`config.mk`:
```
export PLATFORM = sky130hd
export DESIGN_NAME = wb_arbiter
export DESIGN_NICKNAME = d
export VERILOG_FILES = /design/src/rtl/wb_pkg.sv /design/src/rtl/wb_fifo.sv /design/src/rtl/wb_arbiter.sv
export SDC_FILE = /design/constraint.sdc
export NUM_CORES = 1
export LEC_CHECK = 0
export ABC_CLOCK_PERIOD_IN_PS = 3650
export CORE_MARGIN = 1
export CORE_UTILIZATION = 30
export DETAILED_ROUTE_END_ITERATION = 12
export PLACE_DENSITY = 0.62
export SYNTH_ARGS = -nofsm -noshare
export SYNTH_HDL_FRONTEND = slang
export SYNTH_SLANG_ARGS = --single-unit
```
`constraint.sdc`:
```
create_clock -name WB_CLK -period 3.65 [get_ports WB_CLK]
set_input_delay 0.5475 -clock WB_CLK [delete_from_list [all_inputs] [get_ports WB_CLK]]
set_output_delay 0.5475 -clock WB_CLK [all_outputs]
set_load 0.01 [all_outputs]
```
`src/rtl/wb_pkg.sv`:
```
// ---------------------------------------------------------------------------
// wb_pkg : shared widths, constants and FSM encoding for the writeback arbiter
// Revision: 1.0
// ---------------------------------------------------------------------------
`default_nettype none

package wb_pkg;
  localparam int AW   = 5;
  localparam int DW   = 32;
  localparam int NREG = 32;

  localparam logic [4:0] REG_ZERO = 5'd0;

  typedef enum logic [0:0] {
    WB_NORMAL = 1'b0,
    WB_DRAIN  = 1'b1
  } wb_state_t;
endpackage

`default_nettype wire

```
`src/rtl/wb_fifo.sv`:
```
// ---------------------------------------------------------------------------
// wb_fifo : synchronous FIFO with per-entry valid/address view for pend_mask
// Revision: 1.0
// ---------------------------------------------------------------------------
`default_nettype none

module wb_fifo #(
  parameter int DEPTH = 4,
  parameter int AW    = 5,
  parameter int DW    = 32
) (
  input  logic                       clk,
  input  logic                       rst_n,
  input  logic                       push,
  input  logic [AW-1:0]              push_addr,
  input  logic [DW-1:0]              push_data,
  input  logic                       pop,
  output logic [AW-1:0]              head_addr,
  output logic [DW-1:0]              head_data,
  output logic                       empty,
  output logic                       full,
  output logic [$clog2(DEPTH):0]     cnt,
  output logic [DEPTH-1:0]           ent_valid,
  output logic [DEPTH-1:0][AW-1:0]   ent_addr
);
  import wb_pkg::*;

  localparam int PW = $clog2(DEPTH);
  localparam int CW = PW + 1;

  logic [PW-1:0]             wr_ptr;
  logic [PW-1:0]             rd_ptr;
  logic [DEPTH-1:0][DW-1:0]  data_q;
  logic                      do_push;
  logic                      do_pop;

  assign do_push   = push && !full;
  assign do_pop    = pop && !empty;
  assign empty     = (cnt == '0);
  assign full      = (cnt == CW'(DEPTH));
  assign head_addr = ent_addr[rd_ptr];
  assign head_data = data_q[rd_ptr];

  // Pointers wrap naturally because DEPTH is a power of two.
  always_ff @(posedge clk or negedge rst_n) begin
    if (!rst_n) begin
      wr_ptr    <= '0;
      rd_ptr    <= '0;
      cnt       <= '0;
      ent_valid <= '0;
      ent_addr  <= '0;
      data_q    <= '0;
    end else begin
      if (do_push) begin
        ent_valid[wr_ptr] <= 1'b1;
        ent_addr[wr_ptr]  <= push_addr;
        data_q[wr_ptr]    <= push_data;
        wr_ptr            <= wr_ptr + 1'b1;
      end
      if (do_pop) begin
        ent_valid[rd_ptr] <= 1'b0;
        rd_ptr            <= rd_ptr + 1'b1;
      end
      case ({do_push, do_pop})
        2'b10:   cnt <= cnt + 1'b1;
        2'b01:   cnt <= cnt - 1'b1;
        default: cnt <= cnt;
      endcase
    end
  end
endmodule

`default_nettype wire

```
`src/rtl/wb_arbiter.sv`:
```
// ---------------------------------------------------------------------------
// wb_arbiter : merges pipeline and mult/div results onto the single RF write
// port; optional write-through forwarding enabled by macro WB_FWD_EN.
// Revision: 1.0
// ---------------------------------------------------------------------------
`default_nettype none

module wb_arbiter #(
  parameter int FIFO_DEPTH = 4,
  parameter int DW         = wb_pkg::DW,
  parameter int AW         = wb_pkg::AW
) (
  input  logic                          WB_CLK,
  input  logic                          WB_RST_N,
  input  logic                          s0_valid,
  output logic                          s0_ready,
  input  logic [AW-1:0]                 s0_addr,
  input  logic [DW-1:0]                 s0_data,
  input  logic                          s1_valid,
  output logic                          s1_ready,
  input  logic [AW-1:0]                 s1_addr,
  input  logic [DW-1:0]                 s1_data,
  output logic                          rf_w,
  output logic [AW-1:0]                 rf_waddr,
  output logic [DW-1:0]                 rf_wdata,
  output logic [wb_pkg::NREG-1:0]       pend_mask,
`ifdef WB_FWD_EN
  input  logic [AW-1:0]                 rsc,
  input  logic [AW-1:0]                 rtc,
  output logic                          fwd_rs_hit,
  output logic                          fwd_rt_hit,
  output logic [DW-1:0]                 fwd_rs_data,
  output logic [DW-1:0]                 fwd_rt_data,
`endif
  output logic [$clog2(FIFO_DEPTH):0]   fifo_cnt
);
  import wb_pkg::*;

  localparam int             CW        = $clog2(FIFO_DEPTH) + 1;
  localparam logic [AW-1:0]  ADDR_ZERO = AW'(REG_ZERO);

  wb_state_t                      state;
  wb_state_t                      state_nxt;
  logic                           fifo_empty;
  logic                           fifo_full;
  logic                           fifo_push;
  logic                           fifo_pop;
  logic [AW-1:0]                  head_addr;
  logic [DW-1:0]                  head_data;
  logic [FIFO_DEPTH-1:0]          ent_valid;
  logic [FIFO_DEPTH-1:0][AW-1:0]  ent_addr;
  logic [NREG-1:0]                pend_fifo;
  logic [NREG-1:0]                out_bit;
  logic                           s0_issue;
  logic [CW-1:0]                  cnt_nxt;

  wb_fifo #(
    .DEPTH (FIFO_DEPTH),
    .AW    (AW),
    .DW    (DW)
  ) u_fifo (
    .clk       (WB_CLK),
    .rst_n     (WB_RST_N),
    .push      (fifo_push),
    .push_addr (s1_addr),
    .push_data (s1_data),
    .pop       (fifo_pop),
    .head_addr (head_addr),
    .head_data (head_data),
    .empty     (fifo_empty),
    .full      (fifo_full),
    .cnt       (fifo_cnt),
    .ent_valid (ent_valid),
    .ent_addr  (ent_addr)
  );

  // Writes to r0 complete the handshake but never reach the RF or FIFO.
  assign s0_issue  = s0_valid && s0_ready && (s0_addr != ADDR_ZERO);
  assign fifo_push = s1_valid && s1_ready && (s1_addr != ADDR_ZERO);
  assign cnt_nxt   = fifo_cnt + CW'(fifo_push) - CW'(fifo_pop);

  always_ff @(posedge WB_CLK or negedge WB_RST_N) begin
    if (!WB_RST_N) state <= WB_NORMAL;
    else           state <= state_nxt;
  end

  always_comb begin
    state_nxt = state;
    case (state)
      WB_NORMAL: if (cnt_nxt == CW'(FIFO_DEPTH)) state_nxt = WB_DRAIN;
      WB_DRAIN:  if (cnt_nxt == '0)              state_nxt = WB_NORMAL;
      default:   state_nxt = WB_NORMAL;
    endcase
  end

  // s0 is held off while an older buffered write targets the same register.
  always_comb begin
    s0_ready = 1'b0;
    s1_ready = 1'b0;
    fifo_pop = 1'b0;
    case (state)
      WB_NORMAL: begin
        s0_ready = !(pend_fifo[s0_addr] && (s0_addr != ADDR_ZERO));
        s1_ready = !fifo_full;
        fifo_pop = !fifo_empty && !(s0_valid && s0_ready && (s0_addr != ADDR_ZERO));
      end
      WB_DRAIN: fifo_pop = !fifo_empty;
      default: ;
    endcase
  end

  always_ff @(posedge WB_CLK or negedge WB_RST_N) begin
    if (!WB_RST_N) begin
      rf_w     <= 1'b0;
      rf_waddr <= '0;
      rf_wdata <= '0;
    end else if (s0_issue) begin
      rf_w     <= 1'b1;
      rf_waddr <= s0_addr;
      rf_wdata <= s0_data;
    end else if (fifo_pop) begin
      rf_w     <= 1'b1;
      rf_waddr <= head_addr;
      rf_wdata <= head_data;
    end else begin
      rf_w     <= 1'b0;
      rf_waddr <= '0;
      rf_wdata <= '0;
    end
  end

  always_comb begin
    pend_fifo = '0;
    for (int i = 0; i < FIFO_DEPTH; i++) begin
      if (ent_valid[i]) pend_fifo[ent_addr[i]] = 1'b1;
    end
  end

  assign out_bit   = rf_w ? (NREG'(1) << rf_waddr) : '0;
  assign pend_mask = pend_fifo | out_bit;

`ifdef WB_FWD_EN
  assign fwd_rs_hit  = rf_w && (rf_waddr == rsc) && (rsc != ADDR_ZERO);
  assign fwd_rt_hit  = rf_w && (rf_waddr == rtc) && (rtc != ADDR_ZERO);
  assign fwd_rs_data = fwd_rs_hit ? rf_wdata : '0;
  assign fwd_rt_data = fwd_rt_hit ? rf_wdata : '0;
`endif
endmodule

`default_nettype wire

```
==> Word level (Yosys, flattened, before mapping) <==
Cells that the tools add are included.
{ "word_totals": {"out_inout_bits": 75, "in_bits": 78, "word_cells": 117, "register_bits": 198} }
{ "classes": {"n_bitwise": 8, "magnitude_cmp": 13, "reduce_logical": 25, "muxes": 44, "n_eq_ne": 4, "shifts": 1, "add_sub_neg": 6} }
{ "op_table": {"columns": ["cell", "count"], "rows": [
  ["32-bit two-way mux", 9],
  ["128-bit bitwise mux", 1],
  ["32-bit OR", 4],
  ["32-bit binary-select mux with 2-bit select", 1],
  ["32-bit demux with 2-bit select", 1],
  ["1-bit by 5-bit << shifter with 32-bit output, first input constant", 1],
  ["5-bit by 6-bit less-than comparator with 1-bit output, second input constant", 5],
  ["20-bit bitwise mux", 1],
  ["1-bit demux with 5-bit select", 4],
  ["5-bit by 1-bit greater-or-equal comparator with 1-bit output, second input constant", 4],
  ["5-bit two-way mux", 4],
  ["1-bit logical AND", 16],
  ["1-bit two-way mux", 13],
  ["5-bit binary-select mux with 2-bit select", 1],
  ["5-bit demux with 2-bit select", 1],
  ["5-bit nonzero test", 2],
  ["4-bit two-way mux", 2],
  ["3-bit equality test, second input constant", 2],
  ["3-bit logical NOT", 2],
  ["2-bit by 3-bit less-than comparator with 1-bit output, second input constant", 2],
  ["3-bit one-hot mux with 2 select lines", 1],
  ["1-bit binary-select mux with 5-bit select", 1],
  ["2-bit by 1-bit adder with 2-bit output, second input constant", 2],
  ["4-bit bitwise AND", 1],
  ["14 further kinds", 20]
]} }

==> Logic depth before layout (Yosys ltp) <==
Gate-level depths: netlist (run 1).
{ "logic_depth": {"word_depth": 24, "ltp_mapped": 16, "mapped_depth_nobuf": 14} }

==> Modules after synthesis <==
Synthesis (run 1) repeated with hierarchy kept, for this count alone.
{ "unflattened": {"cells_unflattened": 819, "hier_area_um2": 10467.5} }
{ "by_module_without_submodules": {"columns": ["mod", "instances", "seq_area_each_um2", "cells_per_inst", "area_per_inst_um2"], "rows": [
  ["wb_fifo", 1, 3978.8, 411, 7031.7],
  ["wb_arbiter", 1, 975.9, 408, 3435.8]
]} }

==> Least setup slack after synthesis (run 1) <==
Ideal clock, no wire load.
{ "synth_timing": {"path_kind": "reg-to-reg", "start": "register u_fifo.ent_addr[7] (netlist name)", "end": "register with a tool-made name", "arrival_ps": 3714, "synth_period_minus_slack_ps": 3839, "setup_slack_ps": -189, "setup_time_ps": 125, "required_time_ps": 3525, "path_buffers": 2, "path_stages_with_launch": 17, "cell_sequence": "dfrtp_1 buf_6 or4b_4 o22ai_1 nor2_1 a221o_1 or4_1 and4_1 buf_6 a211oi_2 ha_1 inv_1 ha_1 fa_1 xnor2_1 xnor2_1 a21oi_1"} }
{ "synth_lines": {"columns": ["element", "line", "source"], "rows": [
  ["start, declared", "wb_fifo.sv:24", "output logic [DEPTH-1:0][AW-1:0] ent_addr"],
  ["start signal, assigned by index", "wb_fifo.sv:56", "ent_addr[wr_ptr] <= push_addr;"]
]} }

==> run_results.csv, run 1 <==
group,metric,value,unit
synthesis,synth_edf_count,0,
global_routing,grt_max_degree,73,
placement,gp_congestion,0.913,
cts,postCtsHoldBufs,0,
floorplanning,pin_count,153,
synthesis,ys_seq_area_share,48.0,%
detailed_routing,wl_per_cell,19.4,µm
setup_path,r2r_slack,-10,ps
detailed_routing,routed_wl,29.6,mm
synthesis,synth_warnings,0,
placement,post-place-ws,-270,ps
finish,final_common_cell,"dfrtp_1",
detailed_routing,first_pass_iters,5,
floorplanning,initial_core_util,30.7,%
finish,insertedDiodeCount,0,
cts,cts_buffers,17,
cts,cts_root_buf,"clkbuf_16",
power_and_ir_drop,p_leak,5.68,nW
synthesis,synth_area,0.0103,mm²
flow_run,maxCapViolCount,0,
setup_path,setup.worst_path.start,"u_fifo.ent_addr[3]",
synthesis,ys_ff_latch,198,
cts,cts_tree,"built",
detailed_routing,drt_iter0_drc,449,
global_routing,grt_overflow,0,
synthesis,synth_area_leader_cell,"dfrtp_1",
synthesis,synthesis.nets,955,
global_routing,antenna_found_initial,1,
synthesis,async_flop_share,100,%
setup_path,cp_data_required_time,4020,ps
placement,dpl.cell_count,1492,
finish,regArea,0.00496,mm²
setup_path,crit_fanout,5,
timing,finalCriticalPeriod,3660,ps
detailed_routing,drc,0,
timing,setup_viol,1,
detailed_routing,antenna_left,0,
floorplanning,coreArea,0.0337,mm²
synthesis,syn_inst,864,
min_path,hold_class,"in -> async",
timing,hold_ws,92.6,ps
finish,num-fill-cells,3276,
timing,setup_tns,-12.8,ps
cts,cts_sinks,198,
floorplanning,fp.dieW,188,µm
detailed_routing,vias,7741,
finish,areaGrowthSynthToFinish,32.2,%
power_and_ir_drop,total_power,11.3,mW
synthesis,synthFlopType,"dfrtp_1",
setup_path,arrival,4030,ps
timing,layout_setup_ws,-12.8,ps
timing,rsz0062_at_grt,"yes",
floorplanning,dieArea,0.0352,mm²
floorplanning,dieHeight,188,µm
outcome,outcome,"complete, but fails checks",
cts,htree_levels,4,
timing,final_hold_viol_count,0,
global_routing,grt_pass1_wl,46.5,mm
timing,max_freq,273,MHz
timing,tightest_slew,927,ps
timing,clock_skew,16.0,ps
cts,path_clk_slew,80,ps
global_routing,track_usage,17.3,%
cts,cts_buffer_depth,2,
cts,clock_latency,450,ps
synthesis,synth.distinct_cells,48,
power_and_ir_drop,power.density,830,mW/mm²
placement,io_buffers,152,
finish,mostFrequentLayoutCells,"196 x dfrtp_1, 150 x clkdlybuf4s50_1, 148 x mux2_2",
power_and_ir_drop,vdd_drop_max,0.000460,V
outcome,violations,"setup timing",
finish,final_nets,1156,
placement,dpl.hpwl,21.6,mm
timing,drv_slew,0,
timing,max_slew_margin,38.2,%
setup_path,rr_startpoint,"u_fifo.ent_addr[3]",
timing,fin_crit_sh,100,%
synthesis,synth_top_cell_area_share,48.0,%
global_routing,first_global_vias,7955,
setup_path,critPathKind,"reg -> reg",
finish,multi_input_area,0.00505,mm²
synthesis,synth_area_leaders,"dfrtp_1 48%, mux2_2 16%, mux4_2 8.1%",
setup_path,start_kind,"flop",
finish,drive_above_1_share,32.2,%
floorplanning,num_rows,67,
finish,fin_cells,1526,
synthesis,synth.avg_cell_area,12.0,µm²
detailed_routing,routed_via_density,5.07,
setup_path,end_kind,"flop",
setup_path,ff2ff_path_depth,15,
## synthesized netlist by cell type (2+ instances only)
cell type / n
or4bb_1: 5
a21oi_1: 9
nand3_1: 3
o22ai_1: 66
xor2_1: 2
inv_1: 47
buf_6: 5
nand2_1: 54
nand4_1: 8
nor3_1: 16
o21ai_0: 37
xnor2_1: 5
nand4bb_1: 7
or3_1: 2
nor4_1: 2
mux2i_1: 37
a211oi_1: 7
nor2_1: 41
a31oi_1: 2
ha_1: 11
nand2b_1: 17
buf_2: 3
a2111oi_0: 3
dfrtp_1: 198
or4b_2: 2
mux2_2: 148
buf_1: 5
or2_2: 7
nand4b_1: 14
mux4_2: 37
fa_1: 2
clkbuf_1: 46
## critical path, cell delays in order (launching register included)
cell and delay, ps:
dfrtp_1 430, buf_4 160, or4b_2 710, o22ai_1 310, nor3_1 90, o21ai_1 160
nand4_1 100, and4_4 200, a211oi_4 230, ha_1 270, inv_1 50, ha_1 150
fa_2 460, nor2_4 100, nor2_1 40, a21oi_1 110
## metrics by stage
step | utilization [%] | area, µm²
after global routing | 40.5 | 13700
after global placement | 38.4 | 13000
after CTS | 40.4 | 13600
final | 40.5 | 13700
after detailed placement | 38.4 | 13000
after floorplan | - | 10300
## report_power, final
part / internal, mW / switching [mW] / total (mW) / leakage (nW)
sequential: 3.29 / 0.795 / 4.08 / 2.41
combinational: 3.00 / 2.28 / 5.28 / 2.97
clock: 1.05 / 0.914 / 1.97 / 0.294
## kinds of logic after synthesis
group	synth area share, %
AO/OA/AOI/OAI	7.79
adder cells (fa/ha/maj)	1.72
XOR/XNOR	0.594
multiplexers	27.8
flip-flops	48.0
AND/OR/NAND/NOR	9.85
buffers and inverters	4.30
## per-layer routing
metal,vias up,share of wire (%),wire length (µm),global-route usage [%]
met5,-,0.041,12,0
met4,2,1.5,454,4.91
met3,34,5.2,1540,4.02
met2,222,47,13900,27.6
met1,3916,46,13700,23.3
li1,3567,-,-,-
## flip-flops by register name (all words and copies together) (netlist names), named ones only
register / flops
u_fifo.cnt: 3
u_fifo.data_q: 128
rf_w: 1
rf_wdata: 32
u_fifo.rd_ptr: 2
rf_waddr: 5
u_fifo.wr_ptr: 2
u_fifo.ent_valid: 4
u_fifo.ent_addr: 20
## worst max-delay path by stage
stage | to | slack (ps) | depth (start not counted)
global placement | flop | -250 | 16
global route | flop | -160 | 14
finish | flop | -10 | 15
detailed placement | flop | -270 | 16
floorplan | flop | -60 | 16
CTS | flop | -8 | 14
## area by class of cell
class                   count  area share [%]
multi-input cells         559            37.0
clock inverters            13            1.19
flip-flops and latches    198            36.3
clock buffers              19            3.24
well taps                 448            4.10
repair buffers            242            16.9
inverters                  47            1.29
## repair_timing
action | in CTS | in global routing
setup buffers | 0 | 2
endpoints found under the setup margin | 3 | 4
pin swaps | 4 | 3
gates resized for setup | 18 | 7
(Power assumes the default switching activity.)
==> run 2: changes to the inputs <==
CORE_UTILIZATION = 40   (was 30)
PLACE_DENSITY = 0.75   (was 0.62)
==> run_results.csv, run 2 (same netlist as run 1, synthesis figures left out) <==
group,metric,value,unit
outcome,outcome,"complete, but fails checks",
outcome,violations,"setup timing",
floorplanning,coreArea,0.0253,mm²
placement,dpl.hpwl,20.7,mm
cts,postCtsHoldBufs,0,
finish,mostFrequentLayoutCells,"194 x dfrtp_1, 150 x clkdlybuf4s50_1, 148 x mux2_2",
floorplanning,fp.dieW,163,µm
flow_run,maxCapViolCount,0,
detailed_routing,antenna_left,0,
finish,utilization,53.2,%
timing,setup_viol,1,
finish,drive_above_1_share,32.1,%
timing,rsz0062_at_grt,"yes",
cts,cts_sinks,198,
cts,path_clk_slew,80,ps
cts,cts_buffers,17,
timing,final_hold_viol_count,0,
finish,reg_top3,"u_fifo.data_q x128, rf_wdata x32, u_fifo.ent_addr x20",
finish,final_nets,1152,
finish,areaGrowthSynthToFinish,30.1,%
global_routing,grt_pass1_wl,45.3,mm
cts,cts_tree,"built",
floorplanning,dieHeight,163,µm
setup_path,end_kind,"flop",
timing,max_freq,269,MHz
cts,cts_root_buf,"clkbuf_16",
detailed_routing,wl_per_cell,20.4,µm
setup_path,crit_fanout,4,
power_and_ir_drop,power.density,847,mW/mm²
cts,cts_buffer_depth,2,
cts,clock_latency,430,ps
detailed_routing,drc,0,
floorplanning,num_rows,58,
power_and_ir_drop,p_leak,5.64,nW
placement,gp_congestion,0.987,
finish,largest_reg_flops,128,
floorplanning,pin_count,153,
global_routing,grt_max_degree,99,
finish,multi_input_area,0.00503,mm²
global_routing,first_global_vias,8196,
floorplanning,initial_core_util,40.9,%
finish,num-fill-cells,2169,
finish,top_register,"u_fifo.data_q",
global_routing,grt_overflow,0,
finish,insertedDiodeCount,0,
placement,io_buffers,152,
timing,setup_tns,-67.2,ps
setup_path,cp_data_required_time,4010,ps
timing,layout_setup_ws,-67.2,ps
detailed_routing,vias,7870,
timing,tightest_slew,925,ps
placement,post-place-ws,-272,ps
finish,regArea,0.00496,mm²
timing,drv_slew,0,
detailed_routing,routed_wl,28.7,mm
setup_path,critPathKind,"reg -> reg",
timing,finalCriticalPeriod,3720,ps
setup_path,start_kind,"flop",
finish,final_common_cell,"dfrtp_1",
timing,max_slew_margin,38.4,%
setup_path,arrival,4070,ps
timing,fin_crit_sh,102,%
detailed_routing,drt_iter0_drc,659,
global_routing,antenna_found_initial,0,
min_path,hold_class,"in -> async",
timing,clock_skew,11.0,ps
floorplanning,dieArea,0.0265,mm²
power_and_ir_drop,vdd_drop_max,0.000407,V
cts,htree_levels,4,
detailed_routing,first_pass_iters,5,
detailed_routing,routed_via_density,5.61,
global_routing,track_usage,22.5,%
run 2: cell types whose count changed in the layout (fill, tap and decap cells not counted), sizes merged:
cell / delta
buf: -4
bufinv: +1
clkbuf: -1
clkinv: +1
clkinvlp: -1
run 2: worst paths after layout:
check / cells past startpoint / start / slack (ps) / endpoint
max: 14 / u_fifo.ent_addr[6] / -70 / flop
min: 1 / WB_RST_N / 200 / u_fifo.data_q[113]
max reg2reg: 14 / u_fifo.ent_addr[6] / -70 / flop
min reg2reg: 1 / u_fifo.data_q[72] / 500 / u_fifo.data_q[72]
max in group asynchronous: 2 / WB_RST_N / 2530 / u_fifo.rd_ptr[0]
min in group WB_CLK: 1 / u_fifo.data_q[72] / 500 / u_fifo.data_q[72]
run 2: through the flow:
stage,power (mW),instance area (µm²),hold slack (ps),cells
finish,11.4,13400,196,1404
global route,12.1,13400,241,1404
CTS,11.4,13400,219,1403
detailed placement,9.35,12700,488,1367
global placement,9.16,12700,482,1367
floorplan,7.25,10300,252,864
run 2: repair_timing:
action	4_1_cts	5_1_grt
setup buffers	4	1
resized for setup	14	11
endpoints found under the setup margin	3	3
pin swaps	3	6
run 2: power breakdown:
part	leakage, nW	switching [mW]	internal (mW)
combinational	2.92	2.35	2.99
clock	0.311	0.863	1.12
sequential	2.41	0.774	3.29
run 2: area by class of cell:
cell class / instances / share of cell area [%]
Timing Repair Buffer: 238 / 16.7
Clock inverter: 14 / 1.39
Sequential cell: 198 / 36.9
Clock buffer: 18 / 3.27
Inverter: 47 / 1.31
Tap cell: 330 / 3.07
Multi-Input combinational cell: 559 / 37.4
run 2: metal layers:
metal / track usage [%] / wire, µm / up-vias
li1: - / - / 3574
met1: 29.6 / 12600 / 3969
met2: 36.7 / 13500 / 282
met3: 4.66 / 1760 / 45
met4: 7.99 / 738 / 0
met5: 0 / 0 / -
run 2: worst max-delay path, stage by stage, from the launching register on:
cell	delay, ps
dfrtp_1	400
or4b_4	600
o22ai_2	170
nor2_2	70
a221o_1	300
or4_1	420
and4_4	200
a211oi_4	220
ha_1	270
inv_1	60
ha_2	180
fa_2	450
nor2_2	120
nor2_1	60
a21oi_1	120
==> RTL edit 1 (settings of run 2) <==
`AW` is set to 5 in 2 places; all go to 6.
--- a/src/rtl/wb_pkg.sv
+++ b/src/rtl/wb_pkg.sv
@@ -5,7 +5,7 @@
 `default_nettype none
 
 package wb_pkg;
-  localparam int AW   = 5;
+  localparam int AW   = 6;
   localparam int DW   = 32;
   localparam int NREG = 32;
 
--- a/src/rtl/wb_fifo.sv
+++ b/src/rtl/wb_fifo.sv
@@ -6,7 +6,7 @@
 
 module wb_fifo #(
   parameter int DEPTH = 4,
-  parameter int AW    = 5,
+  parameter int AW    = 6,
   parameter int DW    = 32
 ) (
   input  logic                       clk,
Interface: changed (resized rf_waddr, s0_addr and s1_addr); port bits go from 153 to 156. The function was not compared with the original's and may differ.
==> RTL edit 1 against run 2 <==
  * The run ends with design-rule violations, negative setup slack left
  * Wire length rose by 13%
  * Setup slack better by 0.047 ns
  * Die area up 4.4%
  * Synthesized area is 4.4% higher
  * Final cell count increased by 7.8%
  * Power is 6.8% higher
  * Count of clock-buffer cells in the layout increased by 16
  * Fmax increased by 1.3%
  * Design area rose by 9.6%
  * Sequential cell count is 5 higher
  * Critical path type unchanged
==> RTL edit 1: results (changes against run 2) <==
stage,metric,value,unit,change
outcome,outcome,"complete, but fails checks",,unchanged
outcome,violations,"design-rule violations, negative setup slack",,was negative setup slack
grt,grt_max_degree,101,,was 99
synthesis,synth_mux_area_share,24.2,%,was 27.8%
final_layout,drive_above_1_share,40.5,%,was 32.1%
final_layout,nets,1258,,was 1152
final_layout,fillers,2241,,was 2169
place,portBuffers,155,,was 152
synthesis,synth_area_leaders,"dfrtp_1 (47%), mux2_2 (16%), mux4_2 (7.9%)",,"was dfrtp_1 (48%), mux2_2 (16%), mux4_2 (8.1%)"
detailed_routing,finalWirelength,32500,um,was 28700 um
synthesis,syn-num-nets,996,,was 955
place,gp_congestion,0.973,,was 0.987
final_layout,reg_top3,"u_fifo.data_q x128, rf_wdata x32, u_fifo.ent_addr x24",,"was u_fifo.data_q x128, rf_wdata x32, u_fifo.ent_addr x20"
synthesis,synth_fa_ha_area_share,1.65,%,was 1.72%
grt,grt_pass1_wl,51900,um,was 45300 um
clock_tree,clk_pin_slew,0.06,ns,was 0.08 ns
detailed_routing,vias_per_cell,5.68,,was 5.61
clock_tree,cts_buffer_depth,3,,was 2
detailed_routing,remaining_drc_errors,14,,was 0
setup_path,crit_path_max_fanout,7,,was 4
grt,grt_use_total,23.8,%,was 22.5%
setup_path,crit_arrival,4.10,ns,was 4.07 ns
synthesis,avgSynthCellArea,11.9,um2,was 12.0 um2
clock_tree,insertion_delay,0.52,ns,was 0.43 ns
pwr,clk-power,2240,uW,was 1980 uW
detailed_routing,drt_iter0_markers,684,,was 659
clock_tree,h-tree-depth,1,,was 4
pwr,leakage,0.00602,uW,was 0.00564 uW
place,place_inst,1462,,was 1367
sta,skew,0.0143,ns,was 0.0110 ns
synthesis,synthXorXnorAreaFrac,0.487,%,was 0.594%
synthesis,ys_top_cells_by_count,"dfrtp_1 (203), mux2_2 (153), nand2_1 (56)",,"was dfrtp_1 (198), mux2_2 (148), o22ai_1 (66)"
detailed_routing,firstDrtPassIters,9,,was 5
detailed_routing,wl_per_cell,21.5,um,was 20.4 um
grt,grt_pass1_vias,9124,,was 8196
synthesis,ys_seq_area_share,47.1,%,was 48.0%
pwr,ir_worst_vdd,0.405,mV,was 0.407 mV
sta,tightest_slew,1.18,ns,was 0.925 ns
sta,setup_viol,1,,unchanged
sta,fin_ws,-0.0205,ns,was -0.0672 ns
clock_tree,numCtsBuffers,23,,was 17
==> RTL edit 1: final cells by class <==
| cell class | count | share of cell area (%) |
|---|---|---|
| Multi-Input combinational cell | 608 | 38.3 |
| Sequential cell | 203 | 34.5 |
| Timing Repair Buffer | 312 | 18.9 |
| Clock buffer | 34 | 4.53 |
| Tap cell | 335 | 2.84 |
| Clock inverter | 5 | 0.492 |
| Inverter | 17 | 0.433 |
==> RTL edit 1: layer usage <==
| layer | up-vias | part of all wire [%] | GRT usage, % |
|---|---|---|---|
| met2 | 296 | 48 | 39.4 |
| met5 | - | 0 | 0 |
| met1 | 4329 | 43 | 31.9 |
| met4 | 0 | 3.1 | 8.13 |
| li1 | 3910 | - | - |
| met3 | 68 | 6.0 | 3.79 |
==> RTL edit 1: stage by stage <==
stage	power, uW	instance area (um2)	utilization [%]	setup TNS [ns]	setup slack, ns
global placement	9500	13600	51.7	-0.501	-0.234
floorplan	7420	10800	-	-0.0485	-0.0485
global route	12900	14700	56.1	-0.280	-0.125
CTS	12100	14600	55.5	0	0.00284
finish	12200	14700	56.1	-0.0205	-0.0205
detailed placement	9700	13600	51.7	-0.637	-0.289
==> RTL edit 1: path summary, 6_finish.rpt <==
check | from | end | slack [ns] | cells past startpoint
min in group WB_CLK | u_fifo.data_q[67]$_DFFE_PN0P_ | u_fifo.data_q[67]$_DFFE_PN0P_ | 0.50 | 1
max in group asynchronous | WB_RST_N | u_fifo.ent_addr[3]$_DFFE_PN0P_ | 2.68 | 2
max | u_fifo.ent_addr[17]$_DFFE_PN0P_ | flop | -0.02 | 16
max reg2reg | u_fifo.ent_addr[17]$_DFFE_PN0P_ | flop | -0.02 | 16
min reg2reg | u_fifo.data_q[67]$_DFFE_PN0P_ | u_fifo.data_q[67]$_DFFE_PN0P_ | 0.50 | 1
min | WB_RST_N | u_fifo.data_q[48]$_DFFE_PN0P_ | 0.08 | 1
==> RTL edit 1: critical path, stage by stage, from the launching register on <==
cell and delay [ns]:
dfrtp_1 0.41, or4b_4 0.64, buf_4 0.19, o22a_1 0.21
o221a_4 0.14, o31ai_2 0.19, a311o_1 0.19, a31oi_4 0.07
o21a_4 0.26, nor2_2 0.07, ha_1 0.23, inv_1 0.06
ha_2 0.17, fa_2 0.44, nor2_2 0.13, nor2_1 0.05
a21oi_1 0.14
==> RTL edit 1: timing repair <==
| action | 4_1_cts | 5_1_grt |
|---|---|---|
| endpoints found under the setup margin | 3 | 3 |
| pin swaps | 10 | 9 |
| cloned | 0 | 0 |
| resized for setup | 42 | 21 |
| endpoints found under the hold margin | 0 | 0 |
| buffers inserted | 9 | 6 |
==> RTL edit 2 (flow settings as in run 2) <==
Made on the original files. Make the reset (`WB_RST_N` and `rst_n`) synchronous in 3 clocked blocks.
--- a/src/rtl/wb_fifo.sv
+++ b/src/rtl/wb_fifo.sv
@@ -42,7 +42,7 @@
   assign head_data = data_q[rd_ptr];
 
   // Pointers wrap naturally because DEPTH is a power of two.
-  always_ff @(posedge clk or negedge rst_n) begin
+  always_ff @(posedge clk) begin
     if (!rst_n) begin
       wr_ptr    <= '0;
       rd_ptr    <= '0;
--- a/src/rtl/wb_arbiter.sv
+++ b/src/rtl/wb_arbiter.sv
@@ -79,7 +79,7 @@
   assign fifo_push = s1_valid && s1_ready && (s1_addr != ADDR_ZERO);
   assign cnt_nxt   = fifo_cnt + CW'(fifo_push) - CW'(fifo_pop);
 
-  always_ff @(posedge WB_CLK or negedge WB_RST_N) begin
+  always_ff @(posedge WB_CLK) begin
     if (!WB_RST_N) state <= WB_NORMAL;
     else           state <= state_nxt;
   end
@@ -109,7 +109,7 @@
     endcase
   end
 
-  always_ff @(posedge WB_CLK or negedge WB_RST_N) begin
+  always_ff @(posedge WB_CLK) begin
     if (!WB_RST_N) begin
       rf_w     <= 1'b0;
       rf_waddr <= '0;
Behaviour: differs if WB_RST_N is asserted again (counterexample within 4 cycles, from zero or initial values and one cycle with WB_RST_N low); with WB_RST_N held inactive, the same outputs for 4 cycles.
==> RTL edit 2 against run 2 <==
  * Setup slack better by 0.12 ns
  * Sequential cell count did not move
  * Sequential share of layout area down 7.2 points
  * Critical path depth unchanged
  * Design area is 0.25% lower
  * Via count increased by 30%
  * Wire length is 19% higher
  * Synthesized area decreased by 2.1%
  * Largest cell class unchanged
Power is not compared: it rests on default switching activity, and its combinational part moved more than twofold at a synthesized area within 25%.
==> RTL edit 2: results (changes against run 2) <==
stage,metric,value,unit,change
clock_tree,cts_resized,23,,was 14
final_layout,inverters,14,,was 47
final_layout,nets,1534,,was 1152
place,gp_congestion,1.04,,was 0.987
synthesis,synth-async-reset-ratio,0,%,was 100%
min_path,hp-class,reg -> reg,,was in -> async
synthesis,synth_mux_area_share,8.76,%,was 27.8%
place,hpwl,23300,um,was 20700 um
final_layout,drive_above_1_share,18.5,%,was 32.1%
synthesis,avgSynthCellArea,8.04,um2,was 12.0 um2
grt,grt_pass1_wl,54100,um,was 45300 um
place,place_inst,1742,,was 1367
detailed_routing,drt_iter0_markers,873,,was 659
grt,grt_max_degree,89,,was 99
final_layout,final_cells,1778,,was 1404
final_layout,multi_input_cells,941,,was 559
synthesis,synth_fa_ha_area_share,1.76,%,was 1.72%
synthesis,synthDistinctLibCells,50,,was 48
sta,skew,0.0130,ns,was 0.0110 ns
final_layout,nNonClkBuffers,271,,was 238
final_layout,final-nonclk-buf-share,18.3,%,was 16.7%
detailed_routing,finalWirelength,34000,um,was 28700 um
synthesis,synth-compound-area-share,20.3,%,was 7.79%
synthesis,synthFlopType,dfxtp_1,,was dfrtp_1
outcome,outcome,finished clean,,"was complete, but fails checks"
place,dp_slack,-0.316,ns,was -0.272 ns
[RTL edit 2: cell count changes in the layout (fill, tap and decap cells not counted), sizes merged, moves of 37 or more]
| cell | run 2 | this run |
|---|---|---|
| nor2b | 1 | 38 |
| dfrtp | 198 | 0 |
| inv | 53 | 16 |
| a21oi | 9 | 135 |
| mux2 | 148 | 0 |
| nand2 | 54 | 317 |
| dfxtp | 0 | 198 |
| a21boi | 0 | 59 |
[RTL edit 2: power groups by stage]
stage               Sequential (uW)  Clock, uW  Combinational (uW)
floorplan                      2600          0                1440
global placement               2680          0                2210
detailed placement             2700          0                2230
CTS                            2650       1860                2260
global route                   2700       1950                2480
finish                         2660       1840                2290
[RTL edit 2: worst paths after layout]
kind	start	endpoint	slack [ns]	cells past startpoint
setup / recovery	u_fifo.ent_addr[12]$_SDFFE_PN0P_	flop	0.06	14
hold reg to reg	u_fifo.data_q[49]$_SDFFE_PN0P_	u_fifo.data_q[49]$_SDFFE_PN0P_	0.45	2
hold / removal	u_fifo.data_q[49]$_SDFFE_PN0P_	u_fifo.data_q[49]$_SDFFE_PN0P_	0.45	2
setup reg to reg	u_fifo.ent_addr[12]$_SDFFE_PN0P_	flop	0.06	14
[RTL edit 2: cells by family after synthesis]
logic type,after synthesis
compound gates,348
fa+ha+maj,13
buf+inv,119
simple gates,534
flops,198
xor+xnor,5
mux,41
[RTL edit 2: metal layers]
layer	share of wire (%)	track usage [%]	up-vias	wire length, um
met5	0	0	-	0
met4	3.0	10.5	0	1000
met3	7.5	4.21	69	2560
met2	48	44.5	468	16200
met1	42	33.3	4891	14200
li1	-	-	4773	-
